### src/rtl/bf_machine_v2.sv
// rtl/bf_machine_v2.sv - brainfuck core with loadable program, bracket pre-scan and tape clear
module bf_machine_v2 #(
   parameter int TAPE_LENGTH    = 256,
   parameter int WORD_SIZE      = 8,
   parameter int PROGRAM_LENGTH = 64,
   parameter int MAX_DEPTH      = 15
) (
   input  logic                                  clk,
   input  logic                                  rst_n,
   input  logic                                  prog_wr_en,
   input  logic [$clog2(PROGRAM_LENGTH)-1:0]     prog_wr_addr,
   input  logic [2:0]                            prog_wr_data,
   input  logic [$clog2(PROGRAM_LENGTH+1)-1:0]   prog_len,
   input  logic                                  start,
   output logic                                  busy,
   output logic                                  done,
   output logic                                  error,
   output logic [1:0]                            err_code,
   input  logic [WORD_SIZE-1:0]                  in_data,
   input  logic                                  in_valid,
   output logic                                  in_ready,
   output logic [WORD_SIZE-1:0]                  out_data,
   output logic                                  out_valid,
   input  logic                                  out_ready
);

   localparam int AW = $clog2(PROGRAM_LENGTH);
   localparam int LW = $clog2(PROGRAM_LENGTH + 1);
   localparam int TW = $clog2(TAPE_LENGTH);
   localparam int DW = $clog2(MAX_DEPTH + 1);

   localparam logic [2:0] OP_INC  = 3'd0;
   localparam logic [2:0] OP_DEC  = 3'd1;
   localparam logic [2:0] OP_RGT  = 3'd2;
   localparam logic [2:0] OP_LFT  = 3'd3;
   localparam logic [2:0] OP_OUT  = 3'd4;
   localparam logic [2:0] OP_IN   = 3'd5;
   localparam logic [2:0] OP_OPEN = 3'd6;
   localparam logic [2:0] OP_CLS  = 3'd7;

   typedef enum logic [2:0] {
      S_IDLE, S_SCAN, S_CLEAR, S_RUN, S_DONE, S_ERROR
   } state_t;

   state_t                r_state;
   state_t                w_next_state;

   logic [2:0]            r_prog  [PROGRAM_LENGTH];
   logic [WORD_SIZE-1:0]  r_tape  [TAPE_LENGTH];
   logic [AW-1:0]         r_jmp   [PROGRAM_LENGTH];
   logic [AW-1:0]         r_stack [MAX_DEPTH];

   logic [LW-1:0]         r_len;
   logic [LW-1:0]         r_pc;
   logic [LW-1:0]         r_scan;
   logic [TW-1:0]         r_clr;
   logic [TW-1:0]         r_tp;
   logic [DW-1:0]         r_sp;
   logic [1:0]            r_err_code;
   logic                  r_out_valid;
   logic [WORD_SIZE-1:0]  r_out_data;

   logic                  w_busy;
   logic                  w_start_ok;
   logic                  w_len_bad;
   logic [AW-1:0]         w_scan_idx;
   logic [AW-1:0]         w_pc_idx;
   logic [2:0]            w_scan_op;
   logic [2:0]            w_pc_op;
   logic                  w_scan_end;
   logic                  w_pc_end;
   logic [WORD_SIZE-1:0]  w_cell;
   logic [AW-1:0]         w_top;
   logic                  w_push;
   logic                  w_pop;
   logic                  w_err_set;
   logic [1:0]            w_err_val;
   logic                  w_advance;
   logic                  w_out_load;
   logic                  w_in_take;
   logic [LW-1:0]         w_pc_nxt;

   assign w_busy     = (r_state == S_SCAN) || (r_state == S_CLEAR) || (r_state == S_RUN);
   assign w_start_ok = start && ((r_state == S_IDLE) || (r_state == S_DONE) || (r_state == S_ERROR));
   assign w_len_bad  = (prog_len == '0) || (prog_len > LW'(PROGRAM_LENGTH));
   assign w_scan_idx = r_scan[AW-1:0];
   assign w_pc_idx   = r_pc[AW-1:0];
   assign w_scan_op  = r_prog[w_scan_idx];
   assign w_pc_op    = r_prog[w_pc_idx];
   assign w_scan_end = (r_scan == r_len);
   assign w_pc_end   = (r_pc == r_len);
   assign w_cell     = r_tape[r_tp];
   assign w_top      = r_stack[r_sp - DW'(1)];

   assign busy      = w_busy;
   assign done      = (r_state == S_DONE);
   assign error     = (r_state == S_ERROR);
   assign err_code  = r_err_code;
   assign in_ready  = (r_state == S_RUN) && !w_pc_end && (w_pc_op == OP_IN);
   assign out_valid = r_out_valid;
   assign out_data  = r_out_data;

   // State register
   always_ff @(posedge clk or negedge rst_n) begin
      if (!rst_n) r_state <= S_IDLE;
      else        r_state <= w_next_state;
   end

   // Next state, scan stack control, run-time stall/advance decisions
   always_comb begin
      w_next_state = r_state;
      w_push       = 1'b0;
      w_pop        = 1'b0;
      w_err_set    = 1'b0;
      w_err_val    = 2'd0;
      w_advance    = 1'b0;
      w_out_load   = 1'b0;
      w_in_take    = 1'b0;
      w_pc_nxt     = r_pc + LW'(1);
      if (((w_pc_op == OP_OPEN) && (w_cell == '0)) || ((w_pc_op == OP_CLS) && (w_cell != '0)))
         w_pc_nxt = LW'(r_jmp[w_pc_idx]) + LW'(1);
      case (r_state)
         S_IDLE, S_DONE, S_ERROR: begin
            if (start) begin
               w_err_set = 1'b1;
               if (w_len_bad) begin
                  w_next_state = S_ERROR;
                  w_err_val    = 2'd3;
               end else begin
                  w_next_state = S_SCAN;
               end
            end
         end
         S_SCAN: begin
            if (w_scan_end) begin
               if (r_sp != '0) begin
                  w_next_state = S_ERROR;
                  w_err_set    = 1'b1;
                  w_err_val    = 2'd1;
               end else begin
                  w_next_state = S_CLEAR;
               end
            end else if (w_scan_op == OP_OPEN) begin
               if (r_sp == DW'(MAX_DEPTH)) begin
                  w_next_state = S_ERROR;
                  w_err_set    = 1'b1;
                  w_err_val    = 2'd2;
               end else begin
                  w_push = 1'b1;
               end
            end else if (w_scan_op == OP_CLS) begin
               if (r_sp == '0) begin
                  w_next_state = S_ERROR;
                  w_err_set    = 1'b1;
                  w_err_val    = 2'd1;
               end else begin
                  w_pop = 1'b1;
               end
            end
         end
         S_CLEAR: begin
            if (r_clr == TW'(TAPE_LENGTH - 1)) w_next_state = S_RUN;
         end
         S_RUN: begin
            if (w_pc_end) begin
               w_next_state = S_DONE;
            end else if (w_pc_op == OP_OUT) begin
               if (!(r_out_valid && !out_ready)) begin
                  w_out_load = 1'b1;
                  w_advance  = 1'b1;
               end
            end else if (w_pc_op == OP_IN) begin
               if (in_valid) begin
                  w_in_take = 1'b1;
                  w_advance = 1'b1;
               end
            end else begin
               w_advance = 1'b1;
            end
         end
         default: w_next_state = S_IDLE;
      endcase
   end

   // Program memory write port, locked out while the core is busy
   always_ff @(posedge clk) begin
      if (prog_wr_en && !w_busy) r_prog[prog_wr_addr] <= prog_wr_data;
   end

   // Tape: cleared sequentially in CLEAR, modified by + - , in RUN
   always_ff @(posedge clk) begin
      if (r_state == S_CLEAR) begin
         r_tape[r_clr] <= '0;
      end else if (w_advance) begin
         if (w_pc_op == OP_INC)      r_tape[r_tp] <= w_cell + WORD_SIZE'(1);
         else if (w_pc_op == OP_DEC) r_tape[r_tp] <= w_cell - WORD_SIZE'(1);
         else if (w_in_take)         r_tape[r_tp] <= in_data;
      end
   end

   // Pointers, scan stack, jump table and error code
   always_ff @(posedge clk or negedge rst_n) begin
      if (!rst_n) begin
         r_len      <= '0;
         r_pc       <= '0;
         r_scan     <= '0;
         r_clr      <= '0;
         r_tp       <= '0;
         r_sp       <= '0;
         r_err_code <= 2'd0;
         for (int i = 0; i < MAX_DEPTH; i++)      r_stack[i] <= '0;
         for (int i = 0; i < PROGRAM_LENGTH; i++) r_jmp[i]   <= '0;
      end else begin
         if (w_err_set) r_err_code <= w_err_val;
         if (w_start_ok) begin
            r_len  <= prog_len;
            r_pc   <= '0;
            r_scan <= '0;
            r_clr  <= '0;
            r_tp   <= '0;
            r_sp   <= '0;
         end
         if ((r_state == S_SCAN) && !w_scan_end) r_scan <= r_scan + LW'(1);
         if (w_push) begin
            r_stack[r_sp] <= w_scan_idx;
            r_sp          <= r_sp + DW'(1);
         end
         if (w_pop) begin
            r_jmp[w_scan_idx] <= w_top;
            r_jmp[w_top]      <= w_scan_idx;
            r_sp              <= r_sp - DW'(1);
         end
         if (r_state == S_CLEAR) r_clr <= r_clr + TW'(1);
         if (w_advance) begin
            r_pc <= w_pc_nxt;
            if (w_pc_op == OP_RGT)      r_tp <= r_tp + TW'(1);
            else if (w_pc_op == OP_LFT) r_tp <= r_tp - TW'(1);
         end
      end
   end

   // Output byte register with valid/ready handshake
   always_ff @(posedge clk or negedge rst_n) begin
      if (!rst_n) begin
         r_out_valid <= 1'b0;
         r_out_data  <= '0;
      end else if (w_out_load) begin
         r_out_valid <= 1'b1;
         r_out_data  <= w_cell;
      end else if (out_ready) begin
         r_out_valid <= 1'b0;
      end
   end

endmodule

### config.mk
export PLATFORM = sky130hd
export DESIGN_NAME = bf_machine_v2
export DESIGN_NICKNAME = d
export VERILOG_FILES = /design/src/rtl/bf_machine_v2.sv
export SDC_FILE = /design/constraint.sdc
export NUM_CORES = 2
export LEC_CHECK = 0
export ABC_AREA = 1
export CAP_MARGIN = 15
export CORE_UTILIZATION = 30
export DETAILED_ROUTE_END_ITERATION = 16
export SKIP_CTS_REPAIR_TIMING = 1
export SLEW_MARGIN = 30
export SYNTH_ARGS = -nofsm -noshare
export SYNTH_HDL_FRONTEND = slang
export SYNTH_SLANG_ARGS = --single-unit
### constraint.sdc
create_clock -name clk -period 14.8 [get_ports clk]
set_input_delay 3.7 -clock clk [delete_from_list [all_inputs] [get_ports clk]]
set_output_delay 3.7 -clock clk [all_outputs]
set_load 0.02 [all_outputs]
# == Yosys cells after proc, flatten, opt, wreduce, memory -nomap -nowiden ==
# Memory sizes are Yosys's and may differ from the RTL's.
# Index checks and enable logic that the tools add are counted.
# totals
ff_bits,529
latchBits,0
mem_bits_rw,2240
mem_bits_ro,0
output_inout_bits,15
elab_cells,281
memories,2
# memory_table
memory,words,word_bits,read_ports,rd_clocked_by_memory_dff,write_ports,line,rtl
r_tape,256,8,1,0,1,49,logic [WORD_SIZE-1:0] r_tape [TAPE_LENGTH];
r_prog,64,3,2,0,1,48,logic [2:0] r_prog [PROGRAM_LENGTH];
# op_classes
add_sub_neg,10
n_mul,0
n_div,0
order_cmp,9
n_eq_ne,24
shifts,0
mux,104
bitwise,7
reduce_logical,36
# ops
operator,n
bitwise mux 384 bit,2
bitwise mux 90 bit,1
2-to-1 mux 8 bit,10
demux 6 bit (select 6 bit),2
2-to-1 mux 1 bit,54
2-to-1 mux 6 bit,7
binary-select mux 6 bit (select 6 bit),1
2-to-1 mux 3 bit,10
2-to-1 mux 7 bit,4
"adder 8 x 1 -> 8 bit, second input constant",3
binary-select mux 6 bit (select 4 bit),1
demux 6 bit (select 4 bit),1
"equality test 3 bit, second input constant",8
">= comparator 7 bit, second input constant",3
NOT 6 -> 7 bit,3
"subtractor 8 x 1 -> 8 bit, second input constant",2
"adder 7 x 1 -> 7 bit, second input constant",2
equality test 7 bit,2
"< comparator 7 x 1 -> 1 bit, second input constant",2
"equality test 3 x 2 -> 1 bit, second input constant",4
2-to-1 mux 4 bit,3
case mux 3 bit (4 select lines),1
logical AND 1 bit,11
">= comparator 5 bit, second input constant",2
other kinds (29),51

# == Depth between registers and ports, before layout ==
# An unclocked memory read counts as a cell.
# logic_depth
ltp_word,15
ltp_mapped,31
mapped_depth_nobuf,26

# == Worst setup path after synthesis ==
# No wires, ideal clock.
# synth_path
path_type,input-to-reg
from,in in_valid
to,"mem r_tape[0][0], data pin"
setup_time_ps,2242
t_arrival_ps,14637
required_time_ps,12558
path_slack_ps,-2079
path_stages,8
n_path_buf,0
cell_sequence,inv_1 -> nand4_1 -> inv_1 -> nor2_2 -> o21ai_2 -> nand2_4 -> inv_2 -> a211oi_1
# synth_between
elab_chain_cells,14
elab_cells_between_ends,27
cone_classes,mux (24); bitwise (2); reduce/logical (1)
# synth_rtl
element,line,rtl
"start, declared",20,"input logic in_valid,"
2-to-1 mux 1 bit *,173,if (in_valid) begin
2-to-1 mux 1 bit,172,end else if (w_pc_op == OP_IN) begin
2-to-1 mux 1 bit,167,end else if (w_pc_op == OP_OUT) begin
2-to-1 mux 1 bit,165,if (w_pc_end) begin
2-to-1 mux 1 bit,122,case (r_state)
2-to-1 mux 1 bit,197,else if (w_in_take) r_tape[r_tp] <= in_data;
2-to-1 mux 1 bit,196,else if (w_pc_op == OP_DEC) r_tape[r_tp] <= w_cell - WORD_SIZE'(1);
2-to-1 mux 1 bit,195,if (w_pc_op == OP_INC) r_tape[r_tp] <= w_cell + WORD_SIZE'(1);
2-to-1 mux 1 bit,194,end else if (w_advance) begin
2-to-1 mux 1 bit,192,if (r_state == S_CLEAR) begin
2-to-1 mux 1 bit (not written as such),197,
OR 1 bit (no source line),-,
OR reduction 8 bit (no source line),-,
2-to-1 mux 8 bit (no source line) *,-,
"end, declared",49,
# Every way passes the cells marked *; elsewhere a longest branch is shown, timed or not.

# == Final worst setup path ==
# layout_path
from,reg r_pc[0]
to,out in_ready
# layout_between
elab_chain_cells,4
elab_cells_between_ends,6
cone_classes,eq/ne (2); reduce/logical (3); memory (1)
# layout_rtl
element,line,rtl
"start, declared",54,logic [LW-1:0] r_pc;
"start signal, assigned",235,r_pc <= w_pc_nxt;
"parallel branches: the longest is 3 deep, another holds memory read (64 x 3 bit)",-,
logical AND 1 bit *,99,assign in_ready = (r_state == S_RUN) && !w_pc_end && (w_pc_op == OP_IN);
"end, declared",21,"output logic in_ready,"
# Mark *: on every way between the ends.

==> results_dict.tcl <==
set metrics [dict create \
    grt_pass1_vias 87000 \
    ctsRootBufferMaster "clkbuf_16" \
    synth-simple-area-share_pct 17.6 \
    drt_iter0_markers 11400 \
    p_clk_share_pct 38.5 \
    area_growth_pct 11.6 \
    vdd_ir_drop_max_uv 186 \
    multiInputGateArea_mm2 0.0367 \
    vias 91800 \
    ant_nets 0 \
    power.density_mw_per_mm2 136 \
    p_seq_share_pct 45.1 \
    grt_max_degree 200 \
    synth_edf_count 2240 \
    io_pins 45 \
    crit_required_ns 11.10 \
    synth_top_family_by_area "simple AND/OR/NAND/NOR gates" \
    p_sw_mw 5.70 \
    worst_slew_pin_slew_ns 1.11 \
    cts.clk_slew.worst_paths_ns 0.07 \
    hold_violations 0 \
    synthAdderAreaFrac_pct 0.141 \
    rrSetupSlack_ns 6.61 \
    synth_area_mm2 0.124 \
    grt_pass1_wl_mm 573 \
    seq_area_frac_synth_pct 65.0 \
    avgSynthCellArea_um2 9.88 \
    tns_ns 0 \
    antenna_found_initial 18 \
    layout.nets 12300 \
    core_mm2 0.410 \
    cts_inserted_buffers 288 \
    reg2reg_depth 22 \
    worstPathArrival_ns 5.72 \
    clock-sinks 2769 \
    drive_gt1_share_pct 5.79 \
    leakagePower_nw 55.1 \
    die_x_um 645 \
    worst_clock_skew_ns 0.0892 \
    syn-num-nets 12600 \
    min_period_ns 9.42 \
    pwr-share-comb_pct 16.4 \
    seq_area_mm2 0.0805 \
    synth_mux_area_share_pct 0.0363 \
    yosys_warnings 0 \
    synth-compound-area-share_pct 11.5 \
    netSwitchingFraction_pct 30.4 \
    fmax_mhz 106 \
    wl_mm 387 \
    rsz0062_at_grt "no" \
    synthCells 12500 \
    firstDrtPassIters 10 \
    place_inst 17400 \
    status "complete, no violations" \
    whs_path_depth 2 \
    h-tree-depth 5 \
    hold_ws_ns 0.470 \
    clkLatencyLatePin_ns 0.91 \
    io_buffers 44 \
    drc 0 \
    fp.dieH_um 645 \
    hp-class "flop to flop" \
    maxCapViolations 0 \
    finalNonFillerCells 17900 \
    worstPathMaxFanout 126 \
    worstSetupEndpointType "output pin" \
    hpwl_mm 223 \
    slew_headroom_pct 26.0 \
    dieArea_mm2 0.416 \
    start_util_pct 30.2 \
    viasPerCell 5.12 \
    crit_path_start_kind "flop" \
    slew_viol_final 0 \
    finalCritPeriodShare_pct 63.6 \
    globalplace.congestion 0.883 \
    ys_seq_elements 2769 \
    finalSetupViolations 0 \
    synth_cell_type_count 60 \
    synth-main-ff-cell "edfxtp_1" \
    wire_per_inst_um 21.6 \
    globalRouteTotalUtil_pct 18.0 \
    row_count 235 \
    cts_tree "done" \
    synth_xor_area_share_pct 0.224 \
    grt_overflow_total 0 \
    synthArstFlopShare_pct 19.1 \
    fill_cells 41600 \
    cts_buffer_depth 4 \
    p_int_mw 13.1 \
    path_class "flop to output pin" \
]
-- cells by family after synthesis --
kind of cell,Yosys count
and+or+nand+nor,5540
DFF,2769
AOI/OAI and AO/OA,2610
buffers and inverters,1570
xor gates and xnor gates,30
adders and majority gates,14
muxes,4
-- through the flow --
step / total power, mW / utilization, % / setup WS (ns) / instance area [um2]
detailed placement: 11.6 / 31.4 / 5.58 / 129000
finish: 18.8 / 33.7 / 5.38 / 138000
floorplan: 10.2 / - / 3.35 / 124000
global route: 19.2 / 33.7 / 5.16 / 138000
global placement: 11.6 / 31.4 / 5.40 / 129000
CTS: 18.7 / 33.7 / 5.38 / 138000
-- path summary, 6_finish.rpt --
| check | startpoint | endpoint |
|---|---|---|
| worst max-delay path | r_pc[0] | in_ready |
| worst min-delay path | r_jmp[57] | r_jmp[57] |
| worst max register to register | r_tp[0] | r_tape[117][2] |
| worst min register to register | r_jmp[57] | r_jmp[57] |
| max in group asynchronous | rst_n | r_jmp[218] |
| min in group asynchronous | rst_n | r_jmp[88] |
-- worst max-delay path, stage by stage, from the launching register on --
cell and delay [ns]:
dfrtp_4 0.69, inv_8 0.59, buf_4 0.80, nand2_1 0.11, nand3_1 0.10, nand2_1 0.07
o21ai_1 0.16, nand2_1 0.06, nand3_1 0.21, nand3_1 0.14, nand2_2 0.21, nand3_1 0.14
nor3_1 0.58, clkdlybuf4s50_1 0.93
-- cell usage after synthesis, types with 4 or more instances --
cell type | instances | share of area (%)
a21oi_1 | 280 | 1.1
a21oi_2 | 8 | 0.057
a221oi_1 | 40 | 0.28
a22o_1 | 4 | 0.028
a22oi_1 | 20 | 0.12
buf_1 | 57 | 0.17
buf_2 | 277 | 1.1
buf_4 | 18 | 0.11
buf_6 | 66 | 0.60
clkbuf_1 | 364 | 1.1
clkinv_1 | 13 | 0.039
dfrtp_1 | 529 | 11
edfxtp_1 | 2240 | 54
ha_1 | 14 | 0.14
inv_1 | 745 | 2.3
inv_2 | 24 | 0.073
mux2_2 | 4 | 0.036
nand2_1 | 3042 | 9.2
nand2_2 | 17 | 0.086
nand2_4 | 12 | 0.11
nand3_1 | 440 | 1.8
nand4_1 | 61 | 0.31
nor2_1 | 1909 | 5.8
nor2_2 | 7 | 0.035
nor3_1 | 28 | 0.11
nor3_2 | 4 | 0.032
nor4_1 | 5 | 0.025
o211ai_1 | 123 | 0.75
o21ai_0 | 1587 | 6.4
o21ai_1 | 171 | 0.69
o21ai_2 | 5 | 0.035
o21ai_4 | 4 | 0.053
o221ai_1 | 8 | 0.057
o22ai_1 | 320 | 1.6
o2bb2ai_1 | 7 | 0.049
o32ai_1 | 4 | 0.028
o41ai_1 | 9 | 0.064
xnor2_1 | 6 | 0.042
xor2_1 | 22 | 0.16
-- sequential cells by signal (all words and copies together), names as in the netlist, 7 cells and up --
| signal | flops |
|---|---|
| out_data | 8 |
| r_pc | 7 |
| r_tape | 2048 |
| r_jmp | 384 |
| r_tp | 8 |
| r_stack | 90 |
| r_len | 7 |
| r_clr | 8 |
| r_prog | 192 |
| r_scan | 7 |
-- per-layer routing --
layer	global-route usage (%)	routed length (um)	vias up
li1	-	-	42100
met1	24.7	163000	44600
met2	28.1	173000	4205
met3	3.56	35800	821
met4	6.83	16000	8
met5	0	42	-
-- power groups by stage --
stage	Combinational [mW]	Sequential [mW]	Clock [mW]
final	3.08	8.45	7.22
after global routing	3.18	8.45	7.58
after CTS	2.97	8.45	7.30
after detailed placement	2.96	8.61	0
after global placement	2.95	8.61	0
after floorplan	1.60	8.59	0
-- area by class of cell --
type                    count  area share [%]
diodes                      6          0.0109
inverters                 785            2.20
multi-input cells        8198            26.6
flip-flops and latches   2769            58.3
well taps                5451            4.93
repair buffers            215            1.43
clock buffers             370            5.58
clock inverters           137            1.01
-- layout by cell type (no fill, tap or decap), drive strengths merged, types with 3 or more instances in the layout --
master	count
and2	4
a22oi	20
o21ai	1767
edfxtp	2240
xor2	23
nor4	5
o22ai	320
nor3	32
o2bb2ai	7
xnor2	7
o31ai	3
o221ai	8
bufinv	23
o311ai	3
a22o	4
buf	175
nand3	441
o211ai	124
o2111ai	3
inv	780
nand2	3071
clkdlybuf4s50	40
dfrtp	529
nand4	61
o21a	3
ha	14
clkinv	108
nor2	1922
a21oi	288
o32ai	4
o41ai	9
clkinvlp	11
clkbuf	370
a221oi	40
mux2	4
diode	6
Power figures use the tool's default switching activity.
